--- config.mk ---
export PLATFORM = sky130hd
export DESIGN_NAME = udp_stream_tx
export DESIGN_NICKNAME = d
export VERILOG_FILES = /design/src/rtl/udp_stream_tx.sv
export SDC_FILE = /design/constraint.sdc
export NUM_CORES = 1
export LEC_CHECK = 0
export CORE_MARGIN = 1.5
export CORE_UTILIZATION = 40
export CTS_CLUSTER_DIAMETER = 80
export CTS_CLUSTER_SIZE = 12
export DETAILED_ROUTE_END_ITERATION = 10
export PLACE_DENSITY = 0.73
export REMOVE_ABC_BUFFERS = 1
export SYNTH_ARGS = -nofsm -noshare
export SYNTH_HDL_FRONTEND = slang
export SYNTH_SLANG_ARGS = --single-unit
--- constraint.sdc ---
create_clock -name clk -period 2.2 [get_ports clk]
set_input_delay 0.66 -clock clk [delete_from_list [all_inputs] [get_ports clk]]
set_output_delay 0.66 -clock clk [all_outputs]
set_load 0.01 [all_outputs]
--- src/rtl/udp_stream_tx.sv ---
// -----------------------------------------------------------------------------
// udp_stream_tx
//
// Multi-channel UDP packetiser. Drains up to NUM_CH first-word-fall-through
// sample FIFOs into fixed-size UDP packets on the 32-bit UDP core write port.
// Channels are served round-robin. Each packet carries four header words, one
// info word ({channel, address tag}) and PAYLOAD_WORDS data words.
//
// Ports
//   clk, rst         clock, synchronous active-high reset
//   cfg_we/addr/data config write: 0 = interval[23:0], 1 = enable mask,
//                    2 = destination IP, 3 = ignored
//   ch_level         per-channel FIFO fill level (LVL_W bits each)
//   ch_data          per-channel FIFO head word (32 bits each)
//   ch_tag           per-channel tag-FIFO head (28 bits each)
//   ch_rd            data pop, one-hot, same cycle the head word is used
//   ch_tag_rd        tag pop, one-hot, same cycle the tag is used
//   w_req / w_ack    transmit request / grant handshake with the UDP core
//   w_enable/w_data  registered write word stream
//   pkt_cnt          packets fully sent (wraps)
//   cur_ch           channel of the current or last packet
// -----------------------------------------------------------------------------
module udp_stream_tx #(
    parameter int          NUM_CH        = 2,
    parameter int          PAYLOAD_WORDS = 64,
    parameter int          LVL_W         = 12,
    parameter logic [31:0] SRC_IP        = 32'h0a000001,
    parameter logic [31:0] DST_IP_RST    = 32'h0a000003,
    parameter logic [31:0] PORTS         = 32'h40004000
) (
    input  logic                    clk,
    input  logic                    rst,
    input  logic                    cfg_we,
    input  logic [1:0]              cfg_addr,
    input  logic [31:0]             cfg_data,
    input  logic [NUM_CH*LVL_W-1:0] ch_level,
    input  logic [NUM_CH*32-1:0]    ch_data,
    input  logic [NUM_CH*28-1:0]    ch_tag,
    output logic [NUM_CH-1:0]       ch_rd,
    output logic [NUM_CH-1:0]       ch_tag_rd,
    output logic                    w_req,
    input  logic                    w_ack,
    output logic                    w_enable,
    output logic [31:0]             w_data,
    output logic [31:0]             pkt_cnt,
    output logic [3:0]              cur_ch
);

    typedef enum logic [2:0] {
        IDLE,
        ARB,
        REQ,
        HDR,
        INFO,
        PAY
    } state_t;

    localparam logic [LVL_W-1:0] PAY_LEN  = LVL_W'(PAYLOAD_WORDS);
    localparam logic [LVL_W-1:0] PAY_LAST = LVL_W'(PAYLOAD_WORDS - 1);
    localparam logic [31:0]      PKT_SIZE = 32'(PAYLOAD_WORDS * 4 + 4);
    localparam logic [3:0]       CH_LAST  = 4'(NUM_CH - 1);

    state_t              state_q,    state_d;
    logic [3:0]          cur_ch_q,   cur_ch_d;
    logic [1:0]          hdr_cnt_q,  hdr_cnt_d;
    logic [LVL_W-1:0]    pay_cnt_q,  pay_cnt_d;
    logic [23:0]         ival_cnt_q, ival_cnt_d;
    logic [23:0]         interval_q, interval_d;
    logic [NUM_CH-1:0]   en_mask_q,  en_mask_d;
    logic [31:0]         dst_ip_q,   dst_ip_d;
    logic [31:0]         pkt_cnt_q,  pkt_cnt_d;
    logic                w_enable_q, w_enable_d;
    logic [31:0]         w_data_q,   w_data_d;

    logic [NUM_CH-1:0]   eligible;
    logic [NUM_CH-1:0]   cur_onehot;
    logic [27:0]         cur_tag;
    logic [31:0]         cur_data;
    logic                interval_ok;

    assign interval_ok = (ival_cnt_q >= interval_q);

    // Per-channel eligibility and head-of-line selection for the current
    // channel. The level compare is combinational so a level that reaches
    // PAYLOAD_WORDS in the ARB cycle itself still counts.
    // NOTE: every signal assigned in an always_comb gets a default before any
    // branch; a path that leaves one unassigned would infer a latch.
    always_comb begin
        eligible   = '0;
        cur_onehot = '0;
        cur_tag    = '0;
        cur_data   = '0;
        for (int c = 0; c < NUM_CH; c++) begin
            eligible[c] = en_mask_q[c] && (ch_level[c*LVL_W +: LVL_W] >= PAY_LEN);
            if (cur_ch_q == 4'(c)) begin
                cur_onehot[c] = 1'b1;
                cur_tag       = ch_tag[c*28 +: 28];
                cur_data      = ch_data[c*32 +: 32];
            end
        end
    end

    always_comb begin
        int   idx;
        logic found;

        idx        = 0;
        found      = 1'b0;
        state_d    = state_q;
        cur_ch_d   = cur_ch_q;
        hdr_cnt_d  = hdr_cnt_q;
        pay_cnt_d  = pay_cnt_q;
        pkt_cnt_d  = pkt_cnt_q;
        interval_d = interval_q;
        en_mask_d  = en_mask_q;
        dst_ip_d   = dst_ip_q;
        ival_cnt_d = (ival_cnt_q < interval_q) ? ival_cnt_q + 24'd1 : ival_cnt_q;
        w_enable_d = 1'b0;
        w_data_d   = '0;
        w_req      = 1'b0;
        ch_rd      = '0;
        ch_tag_rd  = '0;

        // Register updates land on the next edge, so an ARB decision this
        // cycle always uses the old mask.
        if (cfg_we) begin
            case (cfg_addr)
                2'd0:    interval_d = cfg_data[23:0];
                2'd1:    en_mask_d  = cfg_data[NUM_CH-1:0];
                2'd2:    dst_ip_d   = cfg_data;
                default: ;
            endcase
        end

        case (state_q)
            IDLE: begin
                if (interval_ok) state_d = ARB;
            end

            ARB: begin
                // Round-robin: start one past the last served channel, wrap.
                state_d = IDLE;
                for (int i = 1; i <= NUM_CH; i++) begin
                    idx = int'(cur_ch_q) + i;
                    if (idx >= NUM_CH) idx = idx - NUM_CH;
                    if (!found && eligible[idx]) begin
                        found    = 1'b1;
                        cur_ch_d = 4'(idx);
                        state_d  = REQ;
                    end
                end
            end

            REQ: begin
                w_req = 1'b1;
                if (w_ack) begin
                    state_d   = HDR;
                    hdr_cnt_d = '0;
                end
            end

            HDR: begin
                w_enable_d = 1'b1;
                case (hdr_cnt_q)
                    2'd0:    w_data_d = dst_ip_q;
                    2'd1:    w_data_d = SRC_IP;
                    2'd2:    w_data_d = PORTS;
                    default: w_data_d = PKT_SIZE;
                endcase
                hdr_cnt_d = hdr_cnt_q + 2'd1;
                if (hdr_cnt_q == 2'd3) state_d = INFO;
            end

            INFO: begin
                w_enable_d = 1'b1;
                w_data_d   = {cur_ch_q, cur_tag};
                ch_tag_rd  = cur_onehot;
                pay_cnt_d  = '0;
                state_d    = PAY;
            end

            PAY: begin
                w_enable_d = 1'b1;
                w_data_d   = cur_data;
                ch_rd      = cur_onehot;
                pay_cnt_d  = pay_cnt_q + 1'b1;
                if (pay_cnt_q == PAY_LAST) begin
                    state_d    = IDLE;
                    pkt_cnt_d  = pkt_cnt_q + 32'd1;
                    ival_cnt_d = '0;
                end
            end

            default: state_d = IDLE;
        endcase

        // A reset aborts the packet at once: no pop and no request may leak
        // out in the cycle the reset is applied.
        if (rst) begin
            ch_rd     = '0;
            ch_tag_rd = '0;
            w_req     = 1'b0;
        end
    end

    // NOTE: sequential state uses non-blocking assignments so every flop
    // samples the pre-edge value of the others, independent of statement order.
    always_ff @(posedge clk) begin
        if (rst) begin
            state_q    <= IDLE;
            cur_ch_q   <= CH_LAST;
            hdr_cnt_q  <= '0;
            pay_cnt_q  <= '0;
            ival_cnt_q <= '0;
            interval_q <= '0;
            en_mask_q  <= '1;
            dst_ip_q   <= DST_IP_RST;
            pkt_cnt_q  <= '0;
            w_enable_q <= 1'b0;
            w_data_q   <= '0;
        end else begin
            state_q    <= state_d;
            cur_ch_q   <= cur_ch_d;
            hdr_cnt_q  <= hdr_cnt_d;
            pay_cnt_q  <= pay_cnt_d;
            ival_cnt_q <= ival_cnt_d;
            interval_q <= interval_d;
            en_mask_q  <= en_mask_d;
            dst_ip_q   <= dst_ip_d;
            pkt_cnt_q  <= pkt_cnt_d;
            w_enable_q <= w_enable_d;
            w_data_q   <= w_data_d;
        end
    end

    assign w_enable = w_enable_q;
    assign w_data   = w_data_q;
    assign pkt_cnt  = pkt_cnt_q;
    assign cur_ch   = cur_ch_q;

endmodule

Word-level counts from Yosys, hierarchy flattened
Index checks and enable logic that the tools add are counted.
Widths: inputs -> output; s select.
{"block": "classes", "add_sub_neg": 8, "magnitude_cmp": 8, "eq_ne": 16, "n_mux": 42, "reduce_logical": 19}
{"operator": "$mux 32", "n": 6}
{"operator": "$pmux 32 s3", "n": 2}
{"operator": "$mux 24", "n": 3}
{"operator": "$lt 32x3->1 const B", "n": 2}
{"operator": "$mux 28", "n": 2}
{"operator": "$add 32x1->32 const B", "n": 1}
{"operator": "$add 24x1->24 const B", "n": 1}
{"operator": "$ge 12x7->1 const B", "n": 2}
{"operator": "$ge 24x24->1", "n": 1}
{"operator": "$lt 24x24->1", "n": 1}
{"operator": "$pmux 12 s2", "n": 1}
{"operator": "$pmux 3 s6", "n": 1}
{"operator": "$mux 3", "n": 5}
{"operator": "$mux 1", "n": 13}
{"operator": "$add 12x1->12 const B", "n": 1}
{"operator": "$eq 12x6->1 const B", "n": 1}
{"operator": "$mux 2", "n": 6}
{"operator": "$reduce_and 2->1", "n": 6}
{"operator": "$sub 5x2->6 const B", "n": 2}
{"operator": "$ge 5x2->1 const B", "n": 2}
{"operator": "$mux 4", "n": 2}
{"operator": "$ne 2x2->1 const B", "n": 4}
{"operator": "$eq 2x2->1 const B", "n": 3}
{"operator": "$eq 3x2->1 const B", "n": 2}
{"operator": "other kinds (16)", "n": 23}
{"block": "totals", "ff_bits": 168, "input_bits": 182, "elab_cells": 104}

Logic depth before layout (Yosys ltp)
Gate-level depths: netlist (run 1).
{"block": "logic_depth", "ltp_word": 13, "ltp_mapped": 11, "depth_no_buf": 8}

Worst setup path after synthesis (run 1)
OpenSTA, ideal clock, no wires.
{"block": "synth_timing", "kind": "reg2reg", "from": "reg cur_ch_q[1], in the netlist cur_ch[1]", "to": "reg w_data_q[16], in the netlist w_data[16]", "setup_time_ns": 0.065, "t_arrival_ns": 2.177, "setup_slack_ns": -0.043, "path_stages_with_launch": 11, "n_path_buf": 2, "period_less_slack_ns": 2.243, "cell_sequence": "dfxtp_1 -> inv_1 -> ha_1 -> nor2b_1 -> and2_1 -> clkbuf_1 -> clkbuf_1 -> a22oi_1 -> o22ai_1 -> a21oi_1 -> nor2_1"}
{"block": "synth_between", "elab_chain_len": 4, "elab_cells_between_ends": 7, "cone_classes": "1 x eq/ne; 5 x mux; 1 x reduce/logical"}
{"element": "start: declaration", "line": "64", "rtl": "logic [3:0] cur_ch_q, cur_ch_d;"}
{"element": "start signal: assignment", "line": "223", "rtl": "cur_ch_q <= cur_ch_d;"}
{"element": "$logic_not 4->1", "line": "95", "rtl": "if (cur_ch_q == 4'(c)) begin"}
{"element": "$mux 32 or $mux 28 (tied branches) (2 in series)", "line": "95"}
{"element": "$pmux 32 s3 *", "line": "135", "rtl": "case (state_q)"}
{"element": "end signal: assignment", "line": "232", "rtl": "w_data_q <= w_data_d;"}
{"element": "end: declaration", "line": "73", "rtl": "logic [31:0] w_data_q, w_data_d;"}
Mark *: on every way between the ends. The rest lies on a longest branch, timed or not.
A chain may end at the register's enable or synchronous reset.

Worst setup path in the final report (run 1)
{"block": "layout_timing", "from": "reg interval_q[1]", "to": "reg ival_cnt_q[14]"}
{"block": "layout_between", "elab_chain_len": 4}
{"element": "start: declaration", "line": "68", "rtl": "logic [23:0] interval_q, interval_d;"}
{"element": "start signal: assignment", "line": "227", "rtl": "interval_q <= interval_d;"}
{"element": "$lt 24x24->1 *", "line": "117", "rtl": "ival_cnt_d = (ival_cnt_q < interval_q) ? ival_cnt_q + 24'd1 : ival_cnt_q;"}
{"element": "$mux 24 *", "line": "117"}
{"element": "$mux 24", "line": "187", "rtl": "if (pay_cnt_q == PAY_LAST) begin"}
{"element": "$mux 24 *", "line": "135"}
{"element": "end signal: assignment", "line": "226", "rtl": "ival_cnt_q <= ival_cnt_d;"}
{"element": "end: declaration", "line": "67", "rtl": "logic [23:0] ival_cnt_q, ival_cnt_d;"}
Marked as above.

==> qor.yml, run 1 <==
outcome: "complete, but fails checks"
violations: "negative setup slack"
place_congestion: 0.854
antenna_found_initial: 0
ys_ff_latch: 168
setup_tns_ns: -1.79
grt_pass1_wl_um: 42400
finalHoldViolCount: 0
async_reset_ff_share_pct: 0
period_needed_ns: 2.39
worstSetupPathType: "flip-flop to flip-flop"
cp_slowest_cell: "or4_1"
drt_iter0_markers: 598
max_stage_delay_ns: 0.50
cts.path.max_buffers: 2
syn-cell-area_um2: 8420
clkTransAtPathRegs_ns: 0.07
hold_buffers: 0
layout_setup_ws_ns: -0.185
cp-start-kind: "flip-flop"
critPathArrivalTime_ns: 2.75
vias: 9028
nNetsFinal: 1587
first_global_vias: 8689
rsz0062_at_grt: "true"
syn_avg_cell_area_um2: 7.88
hold_ws_ns: 0.457
synth_cell_type_count: 57
io_pins: 256
die-area_um2: 21900
hpwl_um: 19100
cts_made_buffers: 17
area_growth_pct: 53.1
finalWirelength_um: 27200
start_util_pct: 41.2
grt_max_degree: 58
ant_nets: 0
yosys_warnings: 0
crit_path_cell_trace: "inv_2, ha_4, nor2b_4, o211a_1, o311ai_4, buf_4, nand3_4, buf_6, or4_1, a21oi_1"
p_per_area_nw_per_um2: 686
final_cell_count_no_fill: 1653
r2r_setup_slack_ns: -0.19
final-max-slew-violation-count: 0
max_freq_mhz: 419
synth-edff-count: 0
die_h_um: 148
port_buffers: 243
dp_cells: 1597
peakVddDrop_mv: 0.564
drv_cap: 0
clk_latency_ns: 0.44
core_area_um2: 20400
cp_max_fo: 6
root_buffer: "clkbuf_16"
wl_per_cell_um: 16.4
end_kind: "flip-flop"
period_share_pct: 108
post-route-util_pct: 63.1
yosysSeqAreaShare_pct: 39.9
grt_overflow: 0
std_cell_rows: 52
cts_tree: "done"
grt_use_total_pct: 24.0
dr.pass1.iters: 5
vias_per_cell: 5.46
synthCells: 1069
fin_skew_ns: 0.0133
chipWidth_um: 148
required_ns: 2.57
cts_max_level: 4
ys.flop_type: "dfxtp_1"
setup-violations-final: 22
tightest_slew_ns: 0.609
drive_gt1_share_pct: 17.9
cts.sinks: 168
max-slew-margin-rel_pct: 59.4
p_leak_nw: 4.73
diodes: 0
drcViolationCount: 0
hold_path_class: "flip-flop to flip-flop"
[cells in the final DEF (no fill, tap or decap), types with 17 or more instances in the layout]
cell and n:
nand3_1 23, a22oi_1 53, ha_1 17, clkdlybuf4s50_1 227
a21oi_1 135, buf_4 84, dfxtp_1 144, inv_1 39
o21ai_0 26, o22ai_1 29, or3_1 19, nand2_1 157
clkbuf_16 17, nand4_1 22, dfxtp_2 24, nor2_1 91
[where the power goes]
part	internal [mW]	switching (mW)	total [mW]
Clock	1.53	1.39	2.92
Sequential	3.14	0.0722	3.21
Combinational	1.40	1.32	2.71
Total	6.06	2.78	8.84
[registers in the layout, indices dropped and copies added (netlist names), 2 cells and up]
| name | cells |
|---|---|
| cur_ch | 4 |
| dst_ip_q | 32 |
| en_mask_q | 2 |
| hdr_cnt_q | 2 |
| interval_q | 24 |
| ival_cnt_q | 24 |
| pay_cnt_q | 12 |
| pkt_cnt | 32 |
| state_q | 3 |
| w_data | 32 |
[worst max-delay path: cells and delay by family (launching register included)]
family / cells / cell delay, ns
AOI/OAI and AO/OA: 3 / 0.65
adders and majority gates: 1 / 0.21
buffers and inverters: 3 / 0.39
DFF: 1 / 0.34
and+or+nand+nor: 3 / 0.74
[layer usage]
metal | vias up | part of all wire [%] | global-route usage [%]
li1 | 4419 | - | -
met1 | 4265 | 42 | 29.1
met2 | 303 | 50 | 42.9
met3 | 41 | 5.8 | 4.66
met4 | 0 | 2.2 | 7.18
met5 | - | 0 | 0
[synth_stat cells, types with 5 or more instances]
cell      count  area share (%)
nand3_1      25             1.5
nand4_1      22             1.6
and4_1        5            0.52
xor2_1       12             1.2
xnor2_1      15             1.6
o21a_1        5            0.45
a21oi_1     140             8.3
nand2_1     159             7.1
and3_1       13            0.97
o31ai_1      12             1.1
nand2b_1      7            0.52
or3_1        20             1.5
inv_1        49             2.2
a22oi_1      53             4.7
o22ai_1      29             2.2
o21ai_0      32             1.9
nor3_1       18             1.1
or4_1        14             1.2
nand3b_1      8            0.71
dfxtp_1     168              40
clkbuf_1     52             2.3
a22o_1        8            0.83
nor2b_1       5            0.37
buf_2         6            0.36
nor2_1       95             4.2
ha_1         35             5.2
mux2i_1       5            0.59
[worst paths after layout]
check            startpoint        endpoint  depth (start not counted)
max           interval_q[1]  ival_cnt_q[14]                         10
max reg2reg   interval_q[1]  ival_cnt_q[14]                         10
min          interval_q[23]  interval_q[23]                          2
min reg2reg  interval_q[23]  interval_q[23]                          2
[cell type report]
cell class	instances	area, um^2
sequential	168	3390
timing repair buffer	344	3330
multi-input combinational	790	5070
fill	1704	7540
tap	270	338
inverter	49	184
clock inverter	14	138
clock buffer	18	439
[cells by family after synthesis]
kind of cell	after synthesis	share of synthesized area (%)
flip-flops	168	39.9
buffers and inverters	111	5.13
XOR/XNOR	27	2.81
adder cells (fa/ha/maj)	35	5.20
AO/OA/AOI/OAI	305	22.4
multiplexers	8	0.996
AND/OR/NAND/NOR	415	23.5
[per-stage QoR]
stage | cell area, um^2 | total power, mW | setup WS [ns]
6_report | 12900 | 8.84 | -0.185
5_1_grt | 12900 | 9.25 | -0.269
4_1_cts | 12500 | 8.72 | -0.194
3_5_place_dp | 11600 | 5.63 | -0.515
3_3_place_gp | 11600 | 5.58 | -0.448
2_1_floorplan | 8170 | 4.52 | -0.489
[timing repair]
item                                    CTS  global route
gates cloned                              1             0
setup buffers                            14            11
endpoints found under the setup margin   45            63
hold endpoints to repair                  0             0
gates resized for setup                  66            89
pin swaps                                41            29
Power figures use the tool's default switching activity.
==> inputs of run 2 (changes only) <==
Settings changed: CORE_MARGIN 1.5 to default, CORE_UTILIZATION 40 to 43, PLACE_DENSITY 0.73 to 0.79.
==> qor.yml, run 2 (synthesized netlist as in run 1, its figures left out) <==
outcome: "complete, but fails checks"
start_util_pct: 44.4  # +3.2 points
chipWidth_um: 142  # -4.2%
critPathCapture: "ival_cnt_q[14]"
fin_skew_ns: 0.0125  # -0.000838 ns
clkTransAtPathRegs_ns: 0.07  # about the same
max_freq_mhz: 417  # -0.42%
cts.sinks: 168  # unchanged
first_global_vias: 8558  # -1.5%
setup.worst_path.start: "ival_cnt_q[1]"
wl_per_cell_um: 16.6  # +0.94%
diodes: 0  # unchanged
grt_max_degree: 57  # -1.7%
multiInputGateArea_um2: 5000  # -1.4%
peakVddDrop_mv: 0.537  # -4.8%
drive_gt1_share_pct: 16.2  # -1.6 points
antenna_found_initial: 0  # unchanged
final_common_cell: "clkdlybuf4s50_1"
hold_buffers: 0  # unchanged
nNetsFinal: 1577  # -0.63%
post-route-util_pct: 67.1  # +4.0 points
io_pins: 256  # unchanged
worstSetupPathType: "flip-flop to flip-flop"
tightest_slew_ns: 0.647  # +0.0387 ns
cp_max_fo: 5  # -1
r2r_start: "ival_cnt_q[1]"
fill_cells: 1538  # -9.7%
rr_worst_depth: 9  # -1
dp_cells: 1584  # -0.81%
end_kind: "flip-flop"
r2r_end: "ival_cnt_q[14]"
grt_pass1_wl_um: 41500  # -2.3%
cts.path.max_buffers: 2  # unchanged
place_congestion: 0.834  # -2.3%
p_leak_nw: 4.65  # -1.8%
max-slew-margin-rel_pct: 56.4  # -3.0 points
postPlaceCellArea_um2: 11600  # -0.19%
cts_max_level: 4  # unchanged
drcViolationCount: 0  # unchanged
std_cell_rows: 50  # -3.8%
die-area_um2: 20100  # -8.1%
drt_iter0_markers: 567  # -5.2%
die_h_um: 142  # -4.2%
drv_cap: 0  # unchanged
p_per_area_nw_per_um2: 697  # +1.6%
finalHoldViolCount: 0  # unchanged
cts_made_buffers: 17  # unchanged
violations: "negative setup slack"
period_needed_ns: 2.40  # +0.00999 ns
cp-start-kind: "flip-flop"
critPathArrivalTime_ns: 2.75  # about the same
required_ns: 2.56  # about the same
vias: 9033  # +0.055%
p_total_mw: 8.87  # +0.36%
rsz0062_at_grt: "true"
root_buffer: "clkbuf_16"
ant_nets: 0  # unchanged
cts_tree: "done"
port_buffers: 243  # unchanged
final_cell_area_um2: 12700  # -1.3%
grt_overflow: 0  # unchanged
regArea_um2: 3380  # -0.37%
core_area_um2: 19000  # -7.2%
setup-violations-final: 19  # -14%
hold_path_class: "flip-flop to flip-flop"
period_share_pct: 109  # +0.45 points
area_growth_pct: 51.1
finalWirelength_um: 27100  # -0.28%
final-max-slew-violation-count: 0  # unchanged
layout_setup_ws_ns: -0.195  # -0.00999 ns
dr.pass1.iters: 5  # unchanged
grt_use_total_pct: 26.0  # +2.0 points
vias_per_cell: 5.53  # +1.3%
hpwl_um: 19100  # -0.11%
clk_latency_ns: 0.43  # about the same
final_cell_mix: "clkdlybuf4s50_1 (229), nand2_1 (158), dfxtp_1 (154)"
r2r_setup_slack_ns: -0.20  # about the same
final_cell_count_no_fill: 1633  # -1.2%
[run 2: routing by layer]
layer,track usage (%),share of wire (%)
met1,31.6,41
met2,45.3,50
met3,5.45,6.5
met4,9.22,2.7
met5,0,0
[run 2: power by group]
part           switching (mW)  internal [mW]  leakage (nW)
logic                    1.31           1.31          2.99
registers              0.0702           3.13          1.36
clock network            1.42           1.63         0.291
total                    2.80           6.07          4.65
[run 2: worst min-delay path by stage]
stage / start / end / slack [ns] / cells after the start
after floorplan: dst_ip_q[28] / dst_ip_q[28] / 0.43 / 2
after global placement: dst_ip_q[23] / dst_ip_q[23] / 0.44 / 2
after detailed placement: dst_ip_q[28] / dst_ip_q[28] / 0.45 / 2
after CTS: interval_q[22] / interval_q[22] / 0.46 / 2
after global routing: interval_q[18] / interval_q[18] / 0.47 / 2
final: interval_q[22] / interval_q[22] / 0.45 / 2
[run 2: through the flow]
step                setup TNS (ns)  worst slack [ns]  hold slack, ns
floorplan                   -30.09            -0.489           0.430
global placement             -3.47            -0.450           0.443
detailed placement           -4.77            -0.505           0.448
CTS                          -2.33            -0.205           0.458
global route                 -3.49            -0.248           0.472
finish                       -2.02            -0.195           0.454
[run 2: cell type report]
cell class,instances,area share (%)
Inverter,49,1.45
Timing Repair Buffer,334,25.4
Sequential cell,168,26.6
Tap cell,260,2.56
Clock buffer,17,3.34
Clock inverter,15,1.44
Multi-Input combinational cell,790,39.3
[run 2: worst max-delay path, stage by stage (launching register included)]
cell and delay [ns]:
dfxtp_1 0.38, ha_4 0.22, nor2b_4 0.12, o211a_1 0.23
o311ai_4 0.32, nand3_2 0.15, buf_6 0.16, buf_12 0.12
or4_4 0.48, a21oi_2 0.15
[run 2: timing repair]
item                       CTS  global route
setup endpoints to repair   33            52
gates cloned                 1             0
resized for setup           49            78
pin swaps                   32            38
setup buffers               12             5
==> inputs of run 3 (changes only) <==
Settings changed: SKIP_LAST_GASP from default to 1.
==> qor.yml, run 3 (synthesized netlist as in run 1, its figures left out) <==
outcome: "complete, but fails checks"
violations: "negative setup slack"
cts_made_buffers: 17  # unchanged
hold_buffers: 0  # unchanged
period_share_pct: 109  # +0.11 points
nNetsFinal: 1577  # unchanged
vias_per_cell: 5.53  # about the same
p_per_area_nw_per_um2: 699  # +0.29%
io_pins: 256  # unchanged
drcViolationCount: 0  # unchanged
max_freq_mhz: 417  # -0.10%
crit_path_cell_trace: "ha_4, nor2b_4, o211a_1, o311ai_4, nand3_2, buf_6, buf_12, or4_4, a21oi_2"
period_needed_ns: 2.40  # +0.00248 ns
dp_cells: 1584  # unchanged
worstSetupPathType: "flip-flop to flip-flop"
clk_latency_ns: 0.43  # about the same
grt_max_degree: 57  # unchanged
tightest_slew_ns: 0.652  # +0.00460 ns
fin_skew_ns: 0.0137  # +0.00119 ns
max_stage_delay_ns: 0.48  # about the same
antenna_found_initial: 0  # unchanged
root_buffer: "clkbuf_16"
drv_cap: 0  # unchanged
cts.sinks: 168  # unchanged
grt_use_total_pct: 26.0  # about the same
drt_iter0_markers: 544  # -4.1%
cp-start-kind: "flip-flop"
final_cell_area_um2: 12700  # -0.25%
core_area_um2: 19000  # unchanged
finalWirelength_um: 27100  # about the same
drive_gt1_share_pct: 15.7  # -0.51 points
max-slew-margin-rel_pct: 56.1  # -0.31 points
port_buffers: 243  # unchanged
ant_nets: 0  # unchanged
cts_max_level: 4  # unchanged
area_growth_pct: 50.8
regArea_um2: 3380  # about the same
final_common_cell: "clkdlybuf4s50_1"
place_congestion: 0.834  # unchanged
multiInputGateArea_um2: 4980  # -0.50%
postPlaceCellArea_um2: 11600  # unchanged
cts_tree: "done"
die-area_um2: 20100  # unchanged
fill_cells: 1544  # +0.39%
dr.pass1.iters: 5  # unchanged
peakVddDrop_mv: 0.532  # -0.86%
final-max-slew-violation-count: 0  # unchanged
hold_path_class: "flip-flop to flip-flop"
grt_overflow: 0  # unchanged
diodes: 0  # unchanged
required_ns: 2.56  # about the same
start_util_pct: 44.4  # unchanged
cp_max_fo: 5  # unchanged
cp_slowest_cell: "or4_4"
setup-violations-final: 20  # +1
hpwl_um: 19100  # unchanged
hold_ws_ns: 0.454  # -0.0000130 ns
clkTransAtPathRegs_ns: 0.07  # about the same
end_kind: "flip-flop"
rsz0062_at_grt: "true"
p_leak_nw: 4.62  # -0.52%
vias: 9035  # +0.022%
finalHoldViolCount: 0  # unchanged
layout_setup_ws_ns: -0.198  # -0.00248 ns
first_global_vias: 8562  # +0.047%
wl_per_cell_um: 16.6  # about the same
cts.path.max_buffers: 2  # unchanged
grt_pass1_wl_um: 41400  # about the same
final_cell_mix: "clkdlybuf4s50_1 (231), nand2_1 (158), dfxtp_1 (155)"
die_h_um: 142  # unchanged
chipWidth_um: 142  # unchanged
critPathArrivalTime_ns: 2.76  # about the same
final_cell_count_no_fill: 1633  # unchanged
std_cell_rows: 50  # unchanged
==> run 3: through the flow <==
step | power, mW | TNS (ns) | util [%] | setup slack (ns)
floorplan | 4.52 | -30.09 | - | -0.489
global placement | 5.56 | -3.47 | 61.1 | -0.450
detailed placement | 5.61 | -4.77 | 61.1 | -0.505
CTS | 8.80 | -2.67 | 65.4 | -0.205
global route | 9.27 | -3.77 | 67.0 | -0.257
finish | 8.88 | -2.34 | 67.0 | -0.198
==> run 3: final timing paths <==
path | from | to | slack [ns] | cells past startpoint
setup / recovery | ival_cnt_q[1] | ival_cnt_q[14] | -0.20 | 9
hold / removal | interval_q[22] | interval_q[22] | 0.45 | 2
setup reg to reg | ival_cnt_q[1] | ival_cnt_q[14] | -0.20 | 9
hold reg to reg | interval_q[22] | interval_q[22] | 0.45 | 2
==> run 3: per-layer routing <==
metal / vias up / wire length, um / global-route usage, %
met1: 4248 / 11000 / 31.6
met5: - / 0 / 0
met4: 0 / 774 / 9.22
li1: 4371 / - / -
met3: 59 / 1770 / 5.45
met2: 357 / 13500 / 45.2
==> run 3: final cells by class <==
class / instances / share of cell area [%]
timing repair buffer: 334 / 25.4
clock inverter: 15 / 1.44
tap: 260 / 2.56
clock buffer: 17 / 3.35
inverter: 49 / 1.45
sequential: 168 / 26.6
multi-input combinational: 790 / 39.2
==> run 3: power by group <==
part           leakage, nW  switching (mW)  total, mW  internal (mW)
clock network        0.291            1.42       3.05           1.63
logic                 2.97            1.31       2.62           1.31
registers             1.36          0.0704       3.21           3.14
total                 4.62            2.80       8.88           6.07
==> run 3: what timing repair did <==
item | in CTS | in global routing
cloned | 1 | 0
setup endpoints to repair | 33 | 62
pin swaps | 32 | 35
setup buffers | 12 | 5
resized for setup | 42 | 76
==> run 3: critical path, delay by kind of cell, from the launching register on <==
kind	cells	cell delay (ns)
compound gates	3	0.70
fa+ha+maj	1	0.22
buf+inv	2	0.28
flops	1	0.38
simple gates	3	0.75
